<file path="src/rtl/exu_div_mbpta_issue.sv">
// Issue/writeback side of the constant-latency (MBPTA) divider: launch, track, flush-drain, writeback.
// Optional latency checker enabled by defining DIV_MBPTA_LAT_CHECK_EN.
module exu_div_mbpta_issue #(
  parameter int LATENCY = 34,
  parameter int CNT_W   = 6
) (
  input  logic        clk,
  input  logic        rst_l,
  input  logic        req_valid,
  output logic        req_ready,
  input  logic        req_unsign,
  input  logic        req_rem,
  input  logic [4:0]  req_rd,
  input  logic [31:0] req_dividend,
  input  logic [31:0] req_divisor,
  output logic        div_valid,
  output logic        div_unsign,
  output logic        div_rem,
  output logic [31:0] div_dividend,
  output logic [31:0] div_divisor,
  input  logic        div_stall,
  input  logic        div_finish,
  input  logic [31:0] div_out,
  input  logic        flush_lower,
  output logic        wb_valid,
  input  logic        wb_ready,
  output logic [4:0]  wb_rd,
  output logic [31:0] wb_data,
  output logic        lat_err
);

  typedef enum logic [2:0] {IDLE, LAUNCH, WAIT, WB, DRAIN} state_t;

  localparam logic [CNT_W-1:0] LAT_C = CNT_W'(LATENCY);

  state_t           state, state_nxt;
  logic [CNT_W-1:0] cnt;
  logic             accept;
  logic             capture;

  assign accept  = (state == IDLE) && req_valid;
  assign capture = (state == WAIT) && div_finish && !flush_lower;

  // Gated by reset so every output reads 0 while rst_l is held low.
  assign req_ready = (state == IDLE) && rst_l;
  assign div_valid = (state == LAUNCH);
  assign wb_valid  = (state == WB);

  always_ff @(posedge clk or negedge rst_l) begin
    if (!rst_l) begin
      state <= IDLE;
    end else begin
      state <= state_nxt;
    end
  end

  always_comb begin
    state_nxt = state;
    case (state)
      IDLE:    if (req_valid) state_nxt = LAUNCH;
      LAUNCH:  state_nxt = flush_lower ? DRAIN : WAIT;
      WAIT: begin
        if (flush_lower)     state_nxt = div_finish ? IDLE : DRAIN;
        else if (div_finish) state_nxt = WB;
      end
      WB:      if (wb_ready) state_nxt = IDLE;
      DRAIN:   if (div_finish) state_nxt = IDLE;
      default: state_nxt = IDLE;
    endcase
  end

  always_ff @(posedge clk or negedge rst_l) begin
    if (!rst_l) begin
      div_unsign   <= 1'b0;
      div_rem      <= 1'b0;
      wb_rd        <= 5'd0;
      div_dividend <= 32'd0;
      div_divisor  <= 32'd0;
    end else if (accept) begin
      div_unsign   <= req_unsign;
      div_rem      <= req_rem;
      wb_rd        <= req_rd;
      div_dividend <= req_dividend;
      div_divisor  <= req_divisor;
    end
  end

  // Counter reads 1 in the first cycle after launch, so it equals LATENCY on a well-timed finish.
  always_ff @(posedge clk or negedge rst_l) begin
    if (!rst_l) begin
      cnt <= '0;
    end else if (state == LAUNCH) begin
      cnt <= CNT_W'(1);
    end else if ((state == WAIT) || (state == DRAIN)) begin
      if (cnt != '1) cnt <= cnt + 1'b1;
    end
  end

  always_ff @(posedge clk or negedge rst_l) begin
    if (!rst_l) begin
      wb_data <= 32'd0;
    end else if (capture) begin
      wb_data <= div_out;
    end
  end

`ifdef DIV_MBPTA_LAT_CHECK_EN
  logic lat_hit;
  logic tracking;

  assign tracking = (state == WAIT) || (state == DRAIN);

  always_comb begin
    lat_hit = 1'b0;
    if (div_finish) begin
      lat_hit = tracking ? (cnt != LAT_C) : 1'b1;
    end else if (tracking && (cnt > LAT_C)) begin
      lat_hit = 1'b1;
    end
  end

  always_ff @(posedge clk or negedge rst_l) begin
    if (!rst_l) begin
      lat_err <= 1'b0;
    end else if (lat_hit) begin
      lat_err <= 1'b1;
    end
  end

  logic unused_sig;
  assign unused_sig = div_stall;
`else
  assign lat_err = 1'b0;

  logic unused_sig;
  assign unused_sig = div_stall ^ (^cnt) ^ (^LAT_C);
`endif

endmodule

</file>
<file path="config.mk">
export PLATFORM = sky130hd
export DESIGN_NAME = exu_div_mbpta_issue
export DESIGN_NICKNAME = d
export VERILOG_FILES = /design/src/rtl/exu_div_mbpta_issue.sv
export SDC_FILE = /design/constraint.sdc
export NUM_CORES = 1
export LEC_CHECK = 0
export CAP_MARGIN = 25
export CORE_ASPECT_RATIO = 0.7
export CORE_MARGIN = 4
export CORE_UTILIZATION = 40
export CTS_CLUSTER_SIZE = 14
export DETAILED_ROUTE_END_ITERATION = 10
export PLACE_DENSITY = 0.79
export SYNTH_ARGS = -nofsm -noshare
export SYNTH_HDL_FRONTEND = slang
export SYNTH_SLANG_ARGS = --single-unit
</file>
<file path="constraint.sdc">
create_clock -name clk -period 3.25 [get_ports clk]
set_input_delay 0.65 -clock clk [delete_from_list [all_inputs] [get_ports clk]]
set_output_delay 0.65 -clock clk [all_outputs]
set_load 0.03 [all_outputs]
</file>
==> impl_metrics.env, run 1 <==
export IMPL_run_status="finished clean"
export IMPL_insertion_delay_ns=0.34
export IMPL_drv_max_cap_violation_count=0
export IMPL_rsz0062_at_grt="no"
export IMPL_first_global_vias=3116
export IMPL_regToRegSetupSlack_ns=1.37
export IMPL_fin_nets=571
export IMPL_top_level_ports=217
export IMPL_post_route_cells_drive_above_1_share=0.283
export IMPL_vias_per_cell=4.58
export IMPL_report_power_total_w=0.00802
export IMPL_critical_path_slowest_cell="sky130_fd_sc_hd__clkdlybuf4s50_1"
export IMPL_worst_ep_arrival_time_ns=1.91
export IMPL_drt_pass1_iterations=4
export IMPL_critical_path_reg2reg_startpoint="state[0]$_DFFE_PN0P_"
export IMPL_drt_wl_total_mm=11.1
export IMPL_yosys_cell_types_count=23
export IMPL_detail_route_iter0_violations=79
export IMPL_synth_seq_area_share=0.596
export IMPL_maxSlewHeadroom=0.402
export IMPL_place_inst=598
export IMPL_chipHeight_um=96.3
export IMPL_antenna_diode_count=0
export IMPL_synth_cells=245
export IMPL_routedWlPerCell_um=18.1
export IMPL_finalNonFillerCells=614
export IMPL_worst_setup_hold_path_clk_slew_ns=0.07
export IMPL_worstReg2RegEnd="div_divisor[4]$_DFFE_PN0P_"
export IMPL_synth_fa_ha_area_frac=0
export IMPL_timing_hold_violations_final=0
export IMPL_crit_path_cell_trace="nor3_2, and2_2, clkdlybuf4s50_1"
export IMPL_std_cell_rows=31
export IMPL_worstMarginPinSlew_ns=0.896
export IMPL_synth_top_family_by_area="multiplexers"
export IMPL_critical_path_source_type="register"
export IMPL_cts_resized=0
export IMPL_cts_root_buffer_cell="sky130_fd_sc_hd__clkbuf_16"
export IMPL_grt_max_degree=72
export IMPL_report_final_setup_viol=0
export IMPL_quantity_of_hold_fixing_buffers_added_after_cts=0
export IMPL_clock_tree_buf_depth=2
export IMPL_htreeDepth=3
export IMPL_hold_worst_slack_ns=0.355
export IMPL_yosys_register_bits=106
export IMPL_period_share=0.786
export IMPL_synth_simple_area_share=0.0264
export IMPL_remaining_drc_errors=0
export IMPL_core_um2=10600
export IMPL_post_synthesis_net_count=355
export IMPL_synth_xor_area_share=0
export IMPL_leakage_component_of_the_power_nw=3.03
export IMPL_cp_end_kind="primary output"
export IMPL_path_buf_inv=1
export IMPL_period_minus_slack_ns=2.56
export IMPL_cts_tree="built"
export IMPL_design_die_area_um2=12900
export IMPL_place_detailed_hpwl_mm=8.26
export IMPL_horizontal_extent_of_the_die_um=134
export IMPL_peak_supply_drop_uv=659
export IMPL_critical_path_max_stage_delay_ns=0.68
export IMPL_post_cts_setup_buffer_count=0
export IMPL_gp_congestion=0.754
export IMPL_port_buffer_count=214
export IMPL_clock_skew_ns=0.00481
export IMPL_synth_mux_area_fraction=0.321
export IMPL_r2r_worst_path_cells=4
export IMPL_clock_sinks=106
export IMPL_cp_data_required_time_ns=2.60
export IMPL_holdCritPathClass="input pin to asynchronous set/reset pin"
export IMPL_layout_area_overhead_vs_synth_pct=55.7
export IMPL_initial_core_utilization=0.421
export IMPL_overflow=0
export IMPL_yosysWarnings=0
export IMPL_post_detailed_route_count_of_antenna_violating_nets=0
export IMPL_number_of_antenna_violations_at_the_first_check_in_global_routing=1
export IMPL_final_max_slew_violation_count=0
export IMPL_critical_path_peak_fanout=11
export IMPL_via_count=2814
export IMPL_maxClockFrequency_mhz=391
export IMPL_critPathKind="register to primary output"
export IMPL_global_route_usage_total=0.173
export IMPL_worst_path_dominant_cell_family="buffers and inverters"
export IMPL_grt_pass1_wl_mm=17.2
export IMPL_power_density_nw_per_um2=1160
export IMPL_setup_tns_ns=0
export IMPL_synth_compound_gate_area_share=0.00702
export IMPL_cts_inserted_buffers=9
export IMPL_synth_area_um2=4450
export IMPL_synth_area_per_cell_um2=18.2
[sequential cells by signal (all words and copies together), names as in the netlist]
| signal | cells |
|---|---|
| div_divisor | 32 |
| div_dividend | 32 |
| div_rem | 1 |
| wb_rd | 5 |
| wb_data | 32 |
| state | 3 |
| div_unsign | 1 |
[final cells by class]
class,count,area [um^2]
clock inverters,7,76.3
fillers,781,3650
well taps,148,185
flip-flops and latches,106,2650
repair buffers,219,2210
multi-input cells,124,1580
clock buffers,9,225
inverters,1,3.75
[routing by layer]
layer | vias to the layer above | wire length (um) | global-route usage
li1 | 1284 | - | -
met1 | 1377 | 4830 | 0.215
met2 | 136 | 4950 | 0.274
met3 | 15 | 1150 | 0.0836
met4 | 2 | 150 | 0.0483
met5 | - | 13 | 0
[how the worst max path moves through the flow]
stage / startpoint / endpoint / slack, ns / cells after the start
4_1_cts: state[0]$_DFFE_PN0P_ / req_ready / 0.67 / 3
3_5_place_dp: flush_lower / wb_data[3]$_DFFE_PN0P_ / 0.84 / 4
6_report: state[0]$_DFFE_PN0P_ / req_ready / 0.69 / 3
2_1_floorplan: state[1]$_DFFE_PN0P_ / div_valid / 1.35 / 2
3_3_place_gp: flush_lower / wb_data[30]$_DFFE_PN0P_ / 0.40 / 3
5_1_grt: state[0]$_DFFE_PN0P_ / div_valid / 0.55 / 2
[cells in the final DEF, fill, tap and decap left out]
| cell type | instances |
|---|---|
| sky130_fd_sc_hd__and3_1 | 1 |
| sky130_fd_sc_hd__clkbuf_16 | 9 |
| sky130_fd_sc_hd__clkinvlp_4 | 2 |
| sky130_fd_sc_hd__nor2_4 | 1 |
| sky130_fd_sc_hd__mux2_4 | 72 |
| sky130_fd_sc_hd__buf_16 | 1 |
| sky130_fd_sc_hd__conb_1 | 1 |
| sky130_fd_sc_hd__nor3_2 | 1 |
| sky130_fd_sc_hd__buf_4 | 4 |
| sky130_fd_sc_hd__nand4b_1 | 1 |
| sky130_fd_sc_hd__clkinv_4 | 1 |
| sky130_fd_sc_hd__and2_2 | 1 |
| sky130_fd_sc_hd__nor3b_1 | 3 |
| sky130_fd_sc_hd__mux2_2 | 31 |
| sky130_fd_sc_hd__inv_6 | 2 |
| sky130_fd_sc_hd__or3b_2 | 2 |
| sky130_fd_sc_hd__nor2b_1 | 1 |
| sky130_fd_sc_hd__bufinv_16 | 1 |
| sky130_fd_sc_hd__a31oi_1 | 1 |
| sky130_fd_sc_hd__nand4b_2 | 1 |
| sky130_fd_sc_hd__and2_4 | 1 |
| sky130_fd_sc_hd__o21ai_0 | 3 |
| sky130_fd_sc_hd__a21oi_1 | 2 |
| sky130_fd_sc_hd__dfrtp_1 | 106 |
| sky130_fd_sc_hd__buf_12 | 1 |
| sky130_fd_sc_hd__nor2_1 | 1 |
| sky130_fd_sc_hd__clkdlybuf4s50_1 | 213 |
| sky130_fd_sc_hd__clkinv_2 | 1 |
| sky130_fd_sc_hd__inv_1 | 1 |
[worst register-to-register path, delay by kind of cell, from the launching register on]
| kind | cells | cell delay (ns) |
|---|---|---|
| flip-flops | 1 | 0.50 |
| AND/OR/NAND/NOR | 2 | 0.53 |
| buffers and inverters | 1 | 0.34 |
| multiplexers | 1 | 0.39 |
[power breakdown]
group,switching [W],internal [W],total [W]
registers,0.000406,0.00200,0.00240
logic,0.00222,0.00231,0.00453
clock network,0.000492,0.000603,0.00110
[synthesized netlist by cell type (all sizes together)]
| library cell | number | share of area |
|---|---|---|
| nor3b | 3 | 0.0051 |
| conb | 1 | 0.00084 |
| a21oi | 2 | 0.0022 |
| dfrtp | 106 | 0.60 |
| nor3 | 1 | 0.0022 |
| inv | 1 | 0.00084 |
| nor2 | 2 | 0.0034 |
| and2 | 2 | 0.0037 |
| and3 | 1 | 0.0014 |
| a31oi | 1 | 0.0014 |
| or3b | 2 | 0.0039 |
| nor2b | 1 | 0.0014 |
| mux2 | 103 | 0.32 |
| nand4b | 2 | 0.0053 |
| o21ai | 3 | 0.0034 |
| buf | 14 | 0.048 |
[metrics by stage]
| step | worst slack [ns] | cell area, um^2 | util |
|---|---|---|---|
| 2_1_floorplan | 1.35 | 4450 | - |
| 3_3_place_gp | 0.405 | 6610 | 0.624 |
| 3_5_place_dp | 0.838 | 6630 | 0.626 |
| 4_1_cts | 0.671 | 6940 | 0.655 |
| 5_1_grt | 0.546 | 6940 | 0.655 |
| 6_report | 0.695 | 6940 | 0.655 |
[kinds of logic (layout without fill, tap and decap cells)]
kind of cell,after synthesis,after routing
mux,103,103
compound gates,6,6
flops,106,106
simple gates,14,14
buf+inv,15,236
other cells,1,1
(Power assumes the default switching activity.)
==> inputs of run 2 (changes only) <==
Clock period 3.25 ns to 2.4 ns, I/O delays scaled along.
==> impl_metrics.env, run 2 (synthesis gave the netlist of run 1 again) <==
export IMPL_clock_power_share=0.127
export IMPL_vias_per_cell=4.56
export IMPL_total_switching_power_w=0.00422
export IMPL_place_detailed_hpwl_mm=8.27
export IMPL_clock_skew_ns=0.0110
export IMPL_maxClockFrequency_mhz=448
export IMPL_insertion_delay_ns=0.33
export IMPL_top_level_ports=217
export IMPL_setup_tns_ns=0
export IMPL_number_of_antenna_violations_at_the_first_check_in_global_routing=1
export IMPL_global_route_usage_total=0.170
export IMPL_final_cell_mix="sky130_fd_sc_hd__clkdlybuf4s50_1 (212), sky130_fd_sc_hd__dfrtp_1 (105), sky130_fd_sc_hd__mux2_4 (72), sky130_fd_sc_hd__mux2_2 (31), sky130_fd_sc_hd__clkbuf_16 (9)"
export IMPL_via_count=2802
export IMPL_holdCritPathClass="input pin to asynchronous set/reset pin"
export IMPL_overflow=0
export IMPL_critical_path_max_stage_delay_ns=0.71
export IMPL_port_buffer_count=214
export IMPL_internal_power_w=0.00661
export IMPL_worst_ep_arrival_time_ns=1.75
export IMPL_swShare=0.390
export IMPL_critical_path_peak_fanout=10
export IMPL_rsz0062_at_grt="no"
export IMPL_core_um2=10600
export IMPL_grt_max_degree=107
export IMPL_gp_congestion=0.715
export IMPL_fillCellCount=782
export IMPL_maxSlewHeadroom=0.635
export IMPL_period_minus_slack_ns=2.23
export IMPL_run_status="finished clean"
export IMPL_drt_wl_total_mm=11.0
export IMPL_post_dp_cell_area_um2=6660
export IMPL_crit_path_cell_trace="nor3b_1, clkdlybuf4s50_1"
export IMPL_quantity_of_hold_fixing_buffers_added_after_cts=0
export IMPL_drv_max_cap_violation_count=0
export IMPL_post_route_cells_drive_above_1_share=0.285
export IMPL_drt_pass1_iterations=4
export IMPL_finish_instance_area_um2=6940
export IMPL_antenna_diode_count=0
export IMPL_power_combinational_fraction=0.572
export IMPL_initial_core_utilization=0.421
export IMPL_chipHeight_um=96.3
export IMPL_leakage_component_of_the_power_nw=3.03
export IMPL_horizontal_extent_of_the_die_um=134
export IMPL_std_cell_rows=31
export IMPL_mostFrequentLayoutCell="sky130_fd_sc_hd__clkdlybuf4s50_1"
export IMPL_worst_setup_hold_path_clk_slew_ns=0.07
export IMPL_seq_power_share=0.300
export IMPL_report_final_setup_viol=0
export IMPL_first_global_vias=3226
export IMPL_timing_hold_violations_final=0
export IMPL_fin_nets=571
export IMPL_routedWlPerCell_um=17.9
export IMPL_worstMarginPinSlew_ns=0.548
export IMPL_clock_tree_buf_depth=2
export IMPL_period_share=0.930
export IMPL_post_detailed_route_count_of_antenna_violating_nets=0
export IMPL_power_density_nw_per_um2=1560
export IMPL_cts_inserted_buffers=9
export IMPL_remaining_drc_errors=0
export IMPL_critical_path_source_type="register"
export IMPL_hold_worst_slack_ns=0.228
export IMPL_clock_sinks=106
export IMPL_cts_root_buffer_cell="sky130_fd_sc_hd__clkbuf_16"
export IMPL_layout_area_overhead_vs_synth_pct=55.9
export IMPL_cp_end_kind="primary output"
export IMPL_reg_top3="div_dividend x32, div_divisor x32, wb_data x32"
export IMPL_htreeDepth=3
export IMPL_grt_pass1_wl_mm=17.1
export IMPL_critPathKind="register to primary output"
export IMPL_design_die_area_um2=12900
export IMPL_cts_tree="built"
export IMPL_critical_path_slowest_cell="sky130_fd_sc_hd__clkdlybuf4s50_1"
export IMPL_final_max_slew_violation_count=0
export IMPL_peak_supply_drop_uv=947
export IMPL_detail_route_iter0_violations=80
export IMPL_cp_data_required_time_ns=1.92
==> run 2: path summary, 6_finish.rpt <==
path	startpoint	to	slack, ns	cells past startpoint
max reg2reg	state[1]$_DFFE_PN0P_	div_divisor[2]$_DFFE_PN0P_	0.59	4
min in group clk	wb_data[25]$_DFFE_PN0P_	wb_data[25]$_DFFE_PN0P_	0.51	1
max in group asynchronous	rst_l	wb_data[13]$_DFFE_PN0P_	1.76	2
max	state[1]$_DFFE_PN0P_	div_valid	0.17	2
min reg2reg	wb_data[25]$_DFFE_PN0P_	wb_data[25]$_DFFE_PN0P_	0.51	1
min	rst_l	div_dividend[7]$_DFFE_PN0P_	0.23	2
==> run 2: metal layers <==
layer | GRT usage | vias to the layer above | wire (um)
li1 | - | 1284 | -
met1 | 0.201 | 1373 | 4410
met2 | 0.281 | 136 | 5170
met3 | 0.0914 | 7 | 1370
met4 | 0.0331 | 2 | 45
met5 | 0 | - | 11
==> run 2: worst max-delay path: cells and delay by family (launching register included) <==
family / cells / cell delay [ns]
buffers and inverters: 1 / 0.71
DFF: 1 / 0.48
and+or+nand+nor: 1 / 0.23
==> run 2: power by group through the flow <==
stage / clock network (W) / registers [W] / logic (W)
after floorplan: 0 / 0.00496 / 0.00227
after global placement: 0 / 0.00321 / 0.00617
after detailed placement: 0 / 0.00327 / 0.00624
after CTS: 0.00143 / 0.00326 / 0.00627
after global routing: 0.00149 / 0.00340 / 0.00646
final: 0.00138 / 0.00325 / 0.00620
==> run 2: metrics by stage <==
step	instances	setup WS (ns)	power, W	util
CTS	614	0.0839	0.0110	0.656
detailed placement	598	0.302	0.00951	0.629
global route	614	0.0309	0.0113	0.656
finish	614	0.167	0.0108	0.656
floorplan	245	0.672	0.00724	-
global placement	598	0.353	0.00938	0.629
==> run 2: layout make-up <==
class / instances / area (um^2) / share of cell area
Inverter: 1 / 3.75 / 0.000541
Timing Repair Buffer: 219 / 2240 / 0.322
Clock inverter: 5 / 37.5 / 0.00541
Clock buffer: 11 / 243 / 0.0350
Tap cell: 148 / 185 / 0.0267
Sequential cell: 106 / 2650 / 0.382
Multi-Input combinational cell: 124 / 1580 / 0.228
==> run 2: what timing repair did <==
action	in CTS	in global routing
gates resized for setup	0	1
setup buffers	0	0
endpoints found under the setup margin	0	1
==> inputs of run 3 (changes only) <==
Settings changed: CORE_MARGIN 4 to 2.
==> impl_metrics.env, run 3 (synthesis gave the netlist of run 1 again) <==
export IMPL_cp_data_required_time_ns=1.92
export IMPL_maxClockFrequency_mhz=433
export IMPL_post_route_cells_drive_above_1_share=0.281
export IMPL_power_density_nw_per_um2=1550
export IMPL_period_share=0.963
export IMPL_final_max_slew_violation_count=0
export IMPL_horizontal_extent_of_the_die_um=130
export IMPL_critical_path_source_type="register"
export IMPL_setup_tns_ns=0
export IMPL_placement_setup_worst_slack_ns=0.381
export IMPL_timing_hold_violations_final=0
export IMPL_grt_max_degree=43
export IMPL_total_switching_power_w=0.00413
export IMPL_critical_path_reg2reg_startpoint="state[0]$_DFFE_PN0P_"
export IMPL_initial_core_utilization=0.407
export IMPL_internal_power_w=0.00667
export IMPL_global_route_usage_total=0.172
export IMPL_finish_instance_area_um2=6950
export IMPL_rsz0062_at_grt="no"
export IMPL_worst_ep_arrival_time_ns=1.83
export IMPL_grt_pass1_wl_mm=15.8
export IMPL_chipHeight_um=92.3
export IMPL_detail_route_iter0_violations=85
export IMPL_clock_sinks=106
export IMPL_std_cell_rows=32
export IMPL_routedWlPerCell_um=16.3
export IMPL_worst_setup_hold_path_clk_slew_ns=0.07
export IMPL_report_final_setup_viol=0
export IMPL_cts_tree="built"
export IMPL_seq_power_share=0.301
export IMPL_post_layout_util=0.636
export IMPL_clock_skew_ns=0.00441
export IMPL_remaining_drc_errors=0
export IMPL_first_global_vias=2962
export IMPL_gp_congestion=0.708
export IMPL_power_combinational_fraction=0.567
export IMPL_swShare=0.382
export IMPL_period_minus_slack_ns=2.31
export IMPL_core_um2=10900
export IMPL_regToRegSetupSlack_ns=0.59
export IMPL_cp_end_kind="primary output"
export IMPL_mostFrequentLayoutCell="sky130_fd_sc_hd__clkdlybuf4s50_1"
export IMPL_top_level_ports=217
export IMPL_place_detailed_hpwl_mm=7.45
export IMPL_critical_path_peak_fanout=11
export IMPL_post_detailed_route_count_of_antenna_violating_nets=0
export IMPL_finalWorstSetupSlack_ns=0.0881
export IMPL_run_status="finished clean"
export IMPL_clock_tree_buf_depth=2
export IMPL_htreeDepth=3
export IMPL_clock_power_share=0.132
export IMPL_layout_area_overhead_vs_synth_pct=56.1
export IMPL_design_die_area_um2=12000
export IMPL_post_dp_cell_area_um2=6660
export IMPL_cts_root_buffer_cell="sky130_fd_sc_hd__clkbuf_16"
export IMPL_holdCritPathClass="input pin to asynchronous set/reset pin"
export IMPL_fin_nets=572
export IMPL_drv_max_cap_violation_count=0
export IMPL_port_buffer_count=214
export IMPL_maxSlewHeadroom=0.645
export IMPL_setup_worst_path_start="state[0]$_DFFE_PN0P_"
export IMPL_vias_per_cell=4.52
export IMPL_overflow=0
export IMPL_leakage_component_of_the_power_nw=3.05
export IMPL_cts_inserted_buffers=9
export IMPL_drt_wl_total_mm=10.1
export IMPL_critPathKind="register to primary output"
export IMPL_final_cell_mix="sky130_fd_sc_hd__clkdlybuf4s50_1 (211), sky130_fd_sc_hd__dfrtp_1 (106), sky130_fd_sc_hd__mux2_4 (72), sky130_fd_sc_hd__mux2_2 (31), sky130_fd_sc_hd__clkbuf_16 (9)"
export IMPL_peak_supply_drop_uv=820
export IMPL_antenna_diode_count=0
export IMPL_hold_worst_slack_ns=0.0405
export IMPL_drt_pass1_iterations=4
export IMPL_worstMarginPinSlew_ns=0.533
export IMPL_reg_top3="div_dividend x32, div_divisor x32, wb_data x32"
export IMPL_via_count=2795
export IMPL_number_of_antenna_violations_at_the_first_check_in_global_routing=0
export IMPL_insertion_delay_ns=0.34
run 3: area by class of cell:
type	instances	area [um^2]
fill	819	3980
sequential	106	2650
timing repair buffer	220	2230
multi-input combinational	124	1580
clock buffer	11	233
tap	153	191
clock inverter	4	53.8
inverter	1	3.75
run 3: worst paths after layout:
| path | cells after the start | endpoint |
|---|---|---|
| hold / removal | 1 | div_dividend[10]$_DFFE_PN0P_ |
| hold reg to reg | 1 | wb_data[19]$_DFFE_PN0P_ |
| max in group asynchronous | 2 | div_divisor[6]$_DFFE_PN0P_ |
| min in group clk | 1 | wb_data[19]$_DFFE_PN0P_ |
| setup / recovery | 2 | wb_valid |
| setup reg to reg | 4 | div_dividend[4]$_DFFE_PN0P_ |
run 3: what timing repair did:
action                     CTS  global route
setup buffers                0             0
resized for setup            0             1
setup endpoints to repair    0             1
hold buffers                 0             0
run 3: worst max-delay path: stages, from the launching register on:
cell	delay, ns
sky130_fd_sc_hd__dfrtp_1	0.57
sky130_fd_sc_hd__and3_1	0.23
sky130_fd_sc_hd__clkdlybuf4s50_1	0.69
run 3: routing by layer:
layer  GRT usage  routed length (um)  vias up
met5           0                   0        -
met4      0.0457                 109        0
met3      0.0572                 831       11
met2       0.275                4740      127
met1       0.225                4380     1372
li1            -                   -     1285
run 3: per-stage QoR:
| step | power, W | cells |
|---|---|---|
| after floorplan | 0.00724 | 245 |
| final | 0.0108 | 619 |
| after global placement | 0.00935 | 604 |
| after CTS | 0.0109 | 619 |
| after global routing | 0.0113 | 619 |
| after detailed placement | 0.00944 | 604 |
run 3: power by group through the flow:
stage                     Combinational [W]  Clock, W  Sequential (W)
after global placement              0.00611         0         0.00324
final                               0.00612   0.00142         0.00326
after global routing                0.00640   0.00155         0.00338
after CTS                           0.00619   0.00148         0.00327
after detailed placement            0.00617         0         0.00327
after floorplan                     0.00227         0         0.00496
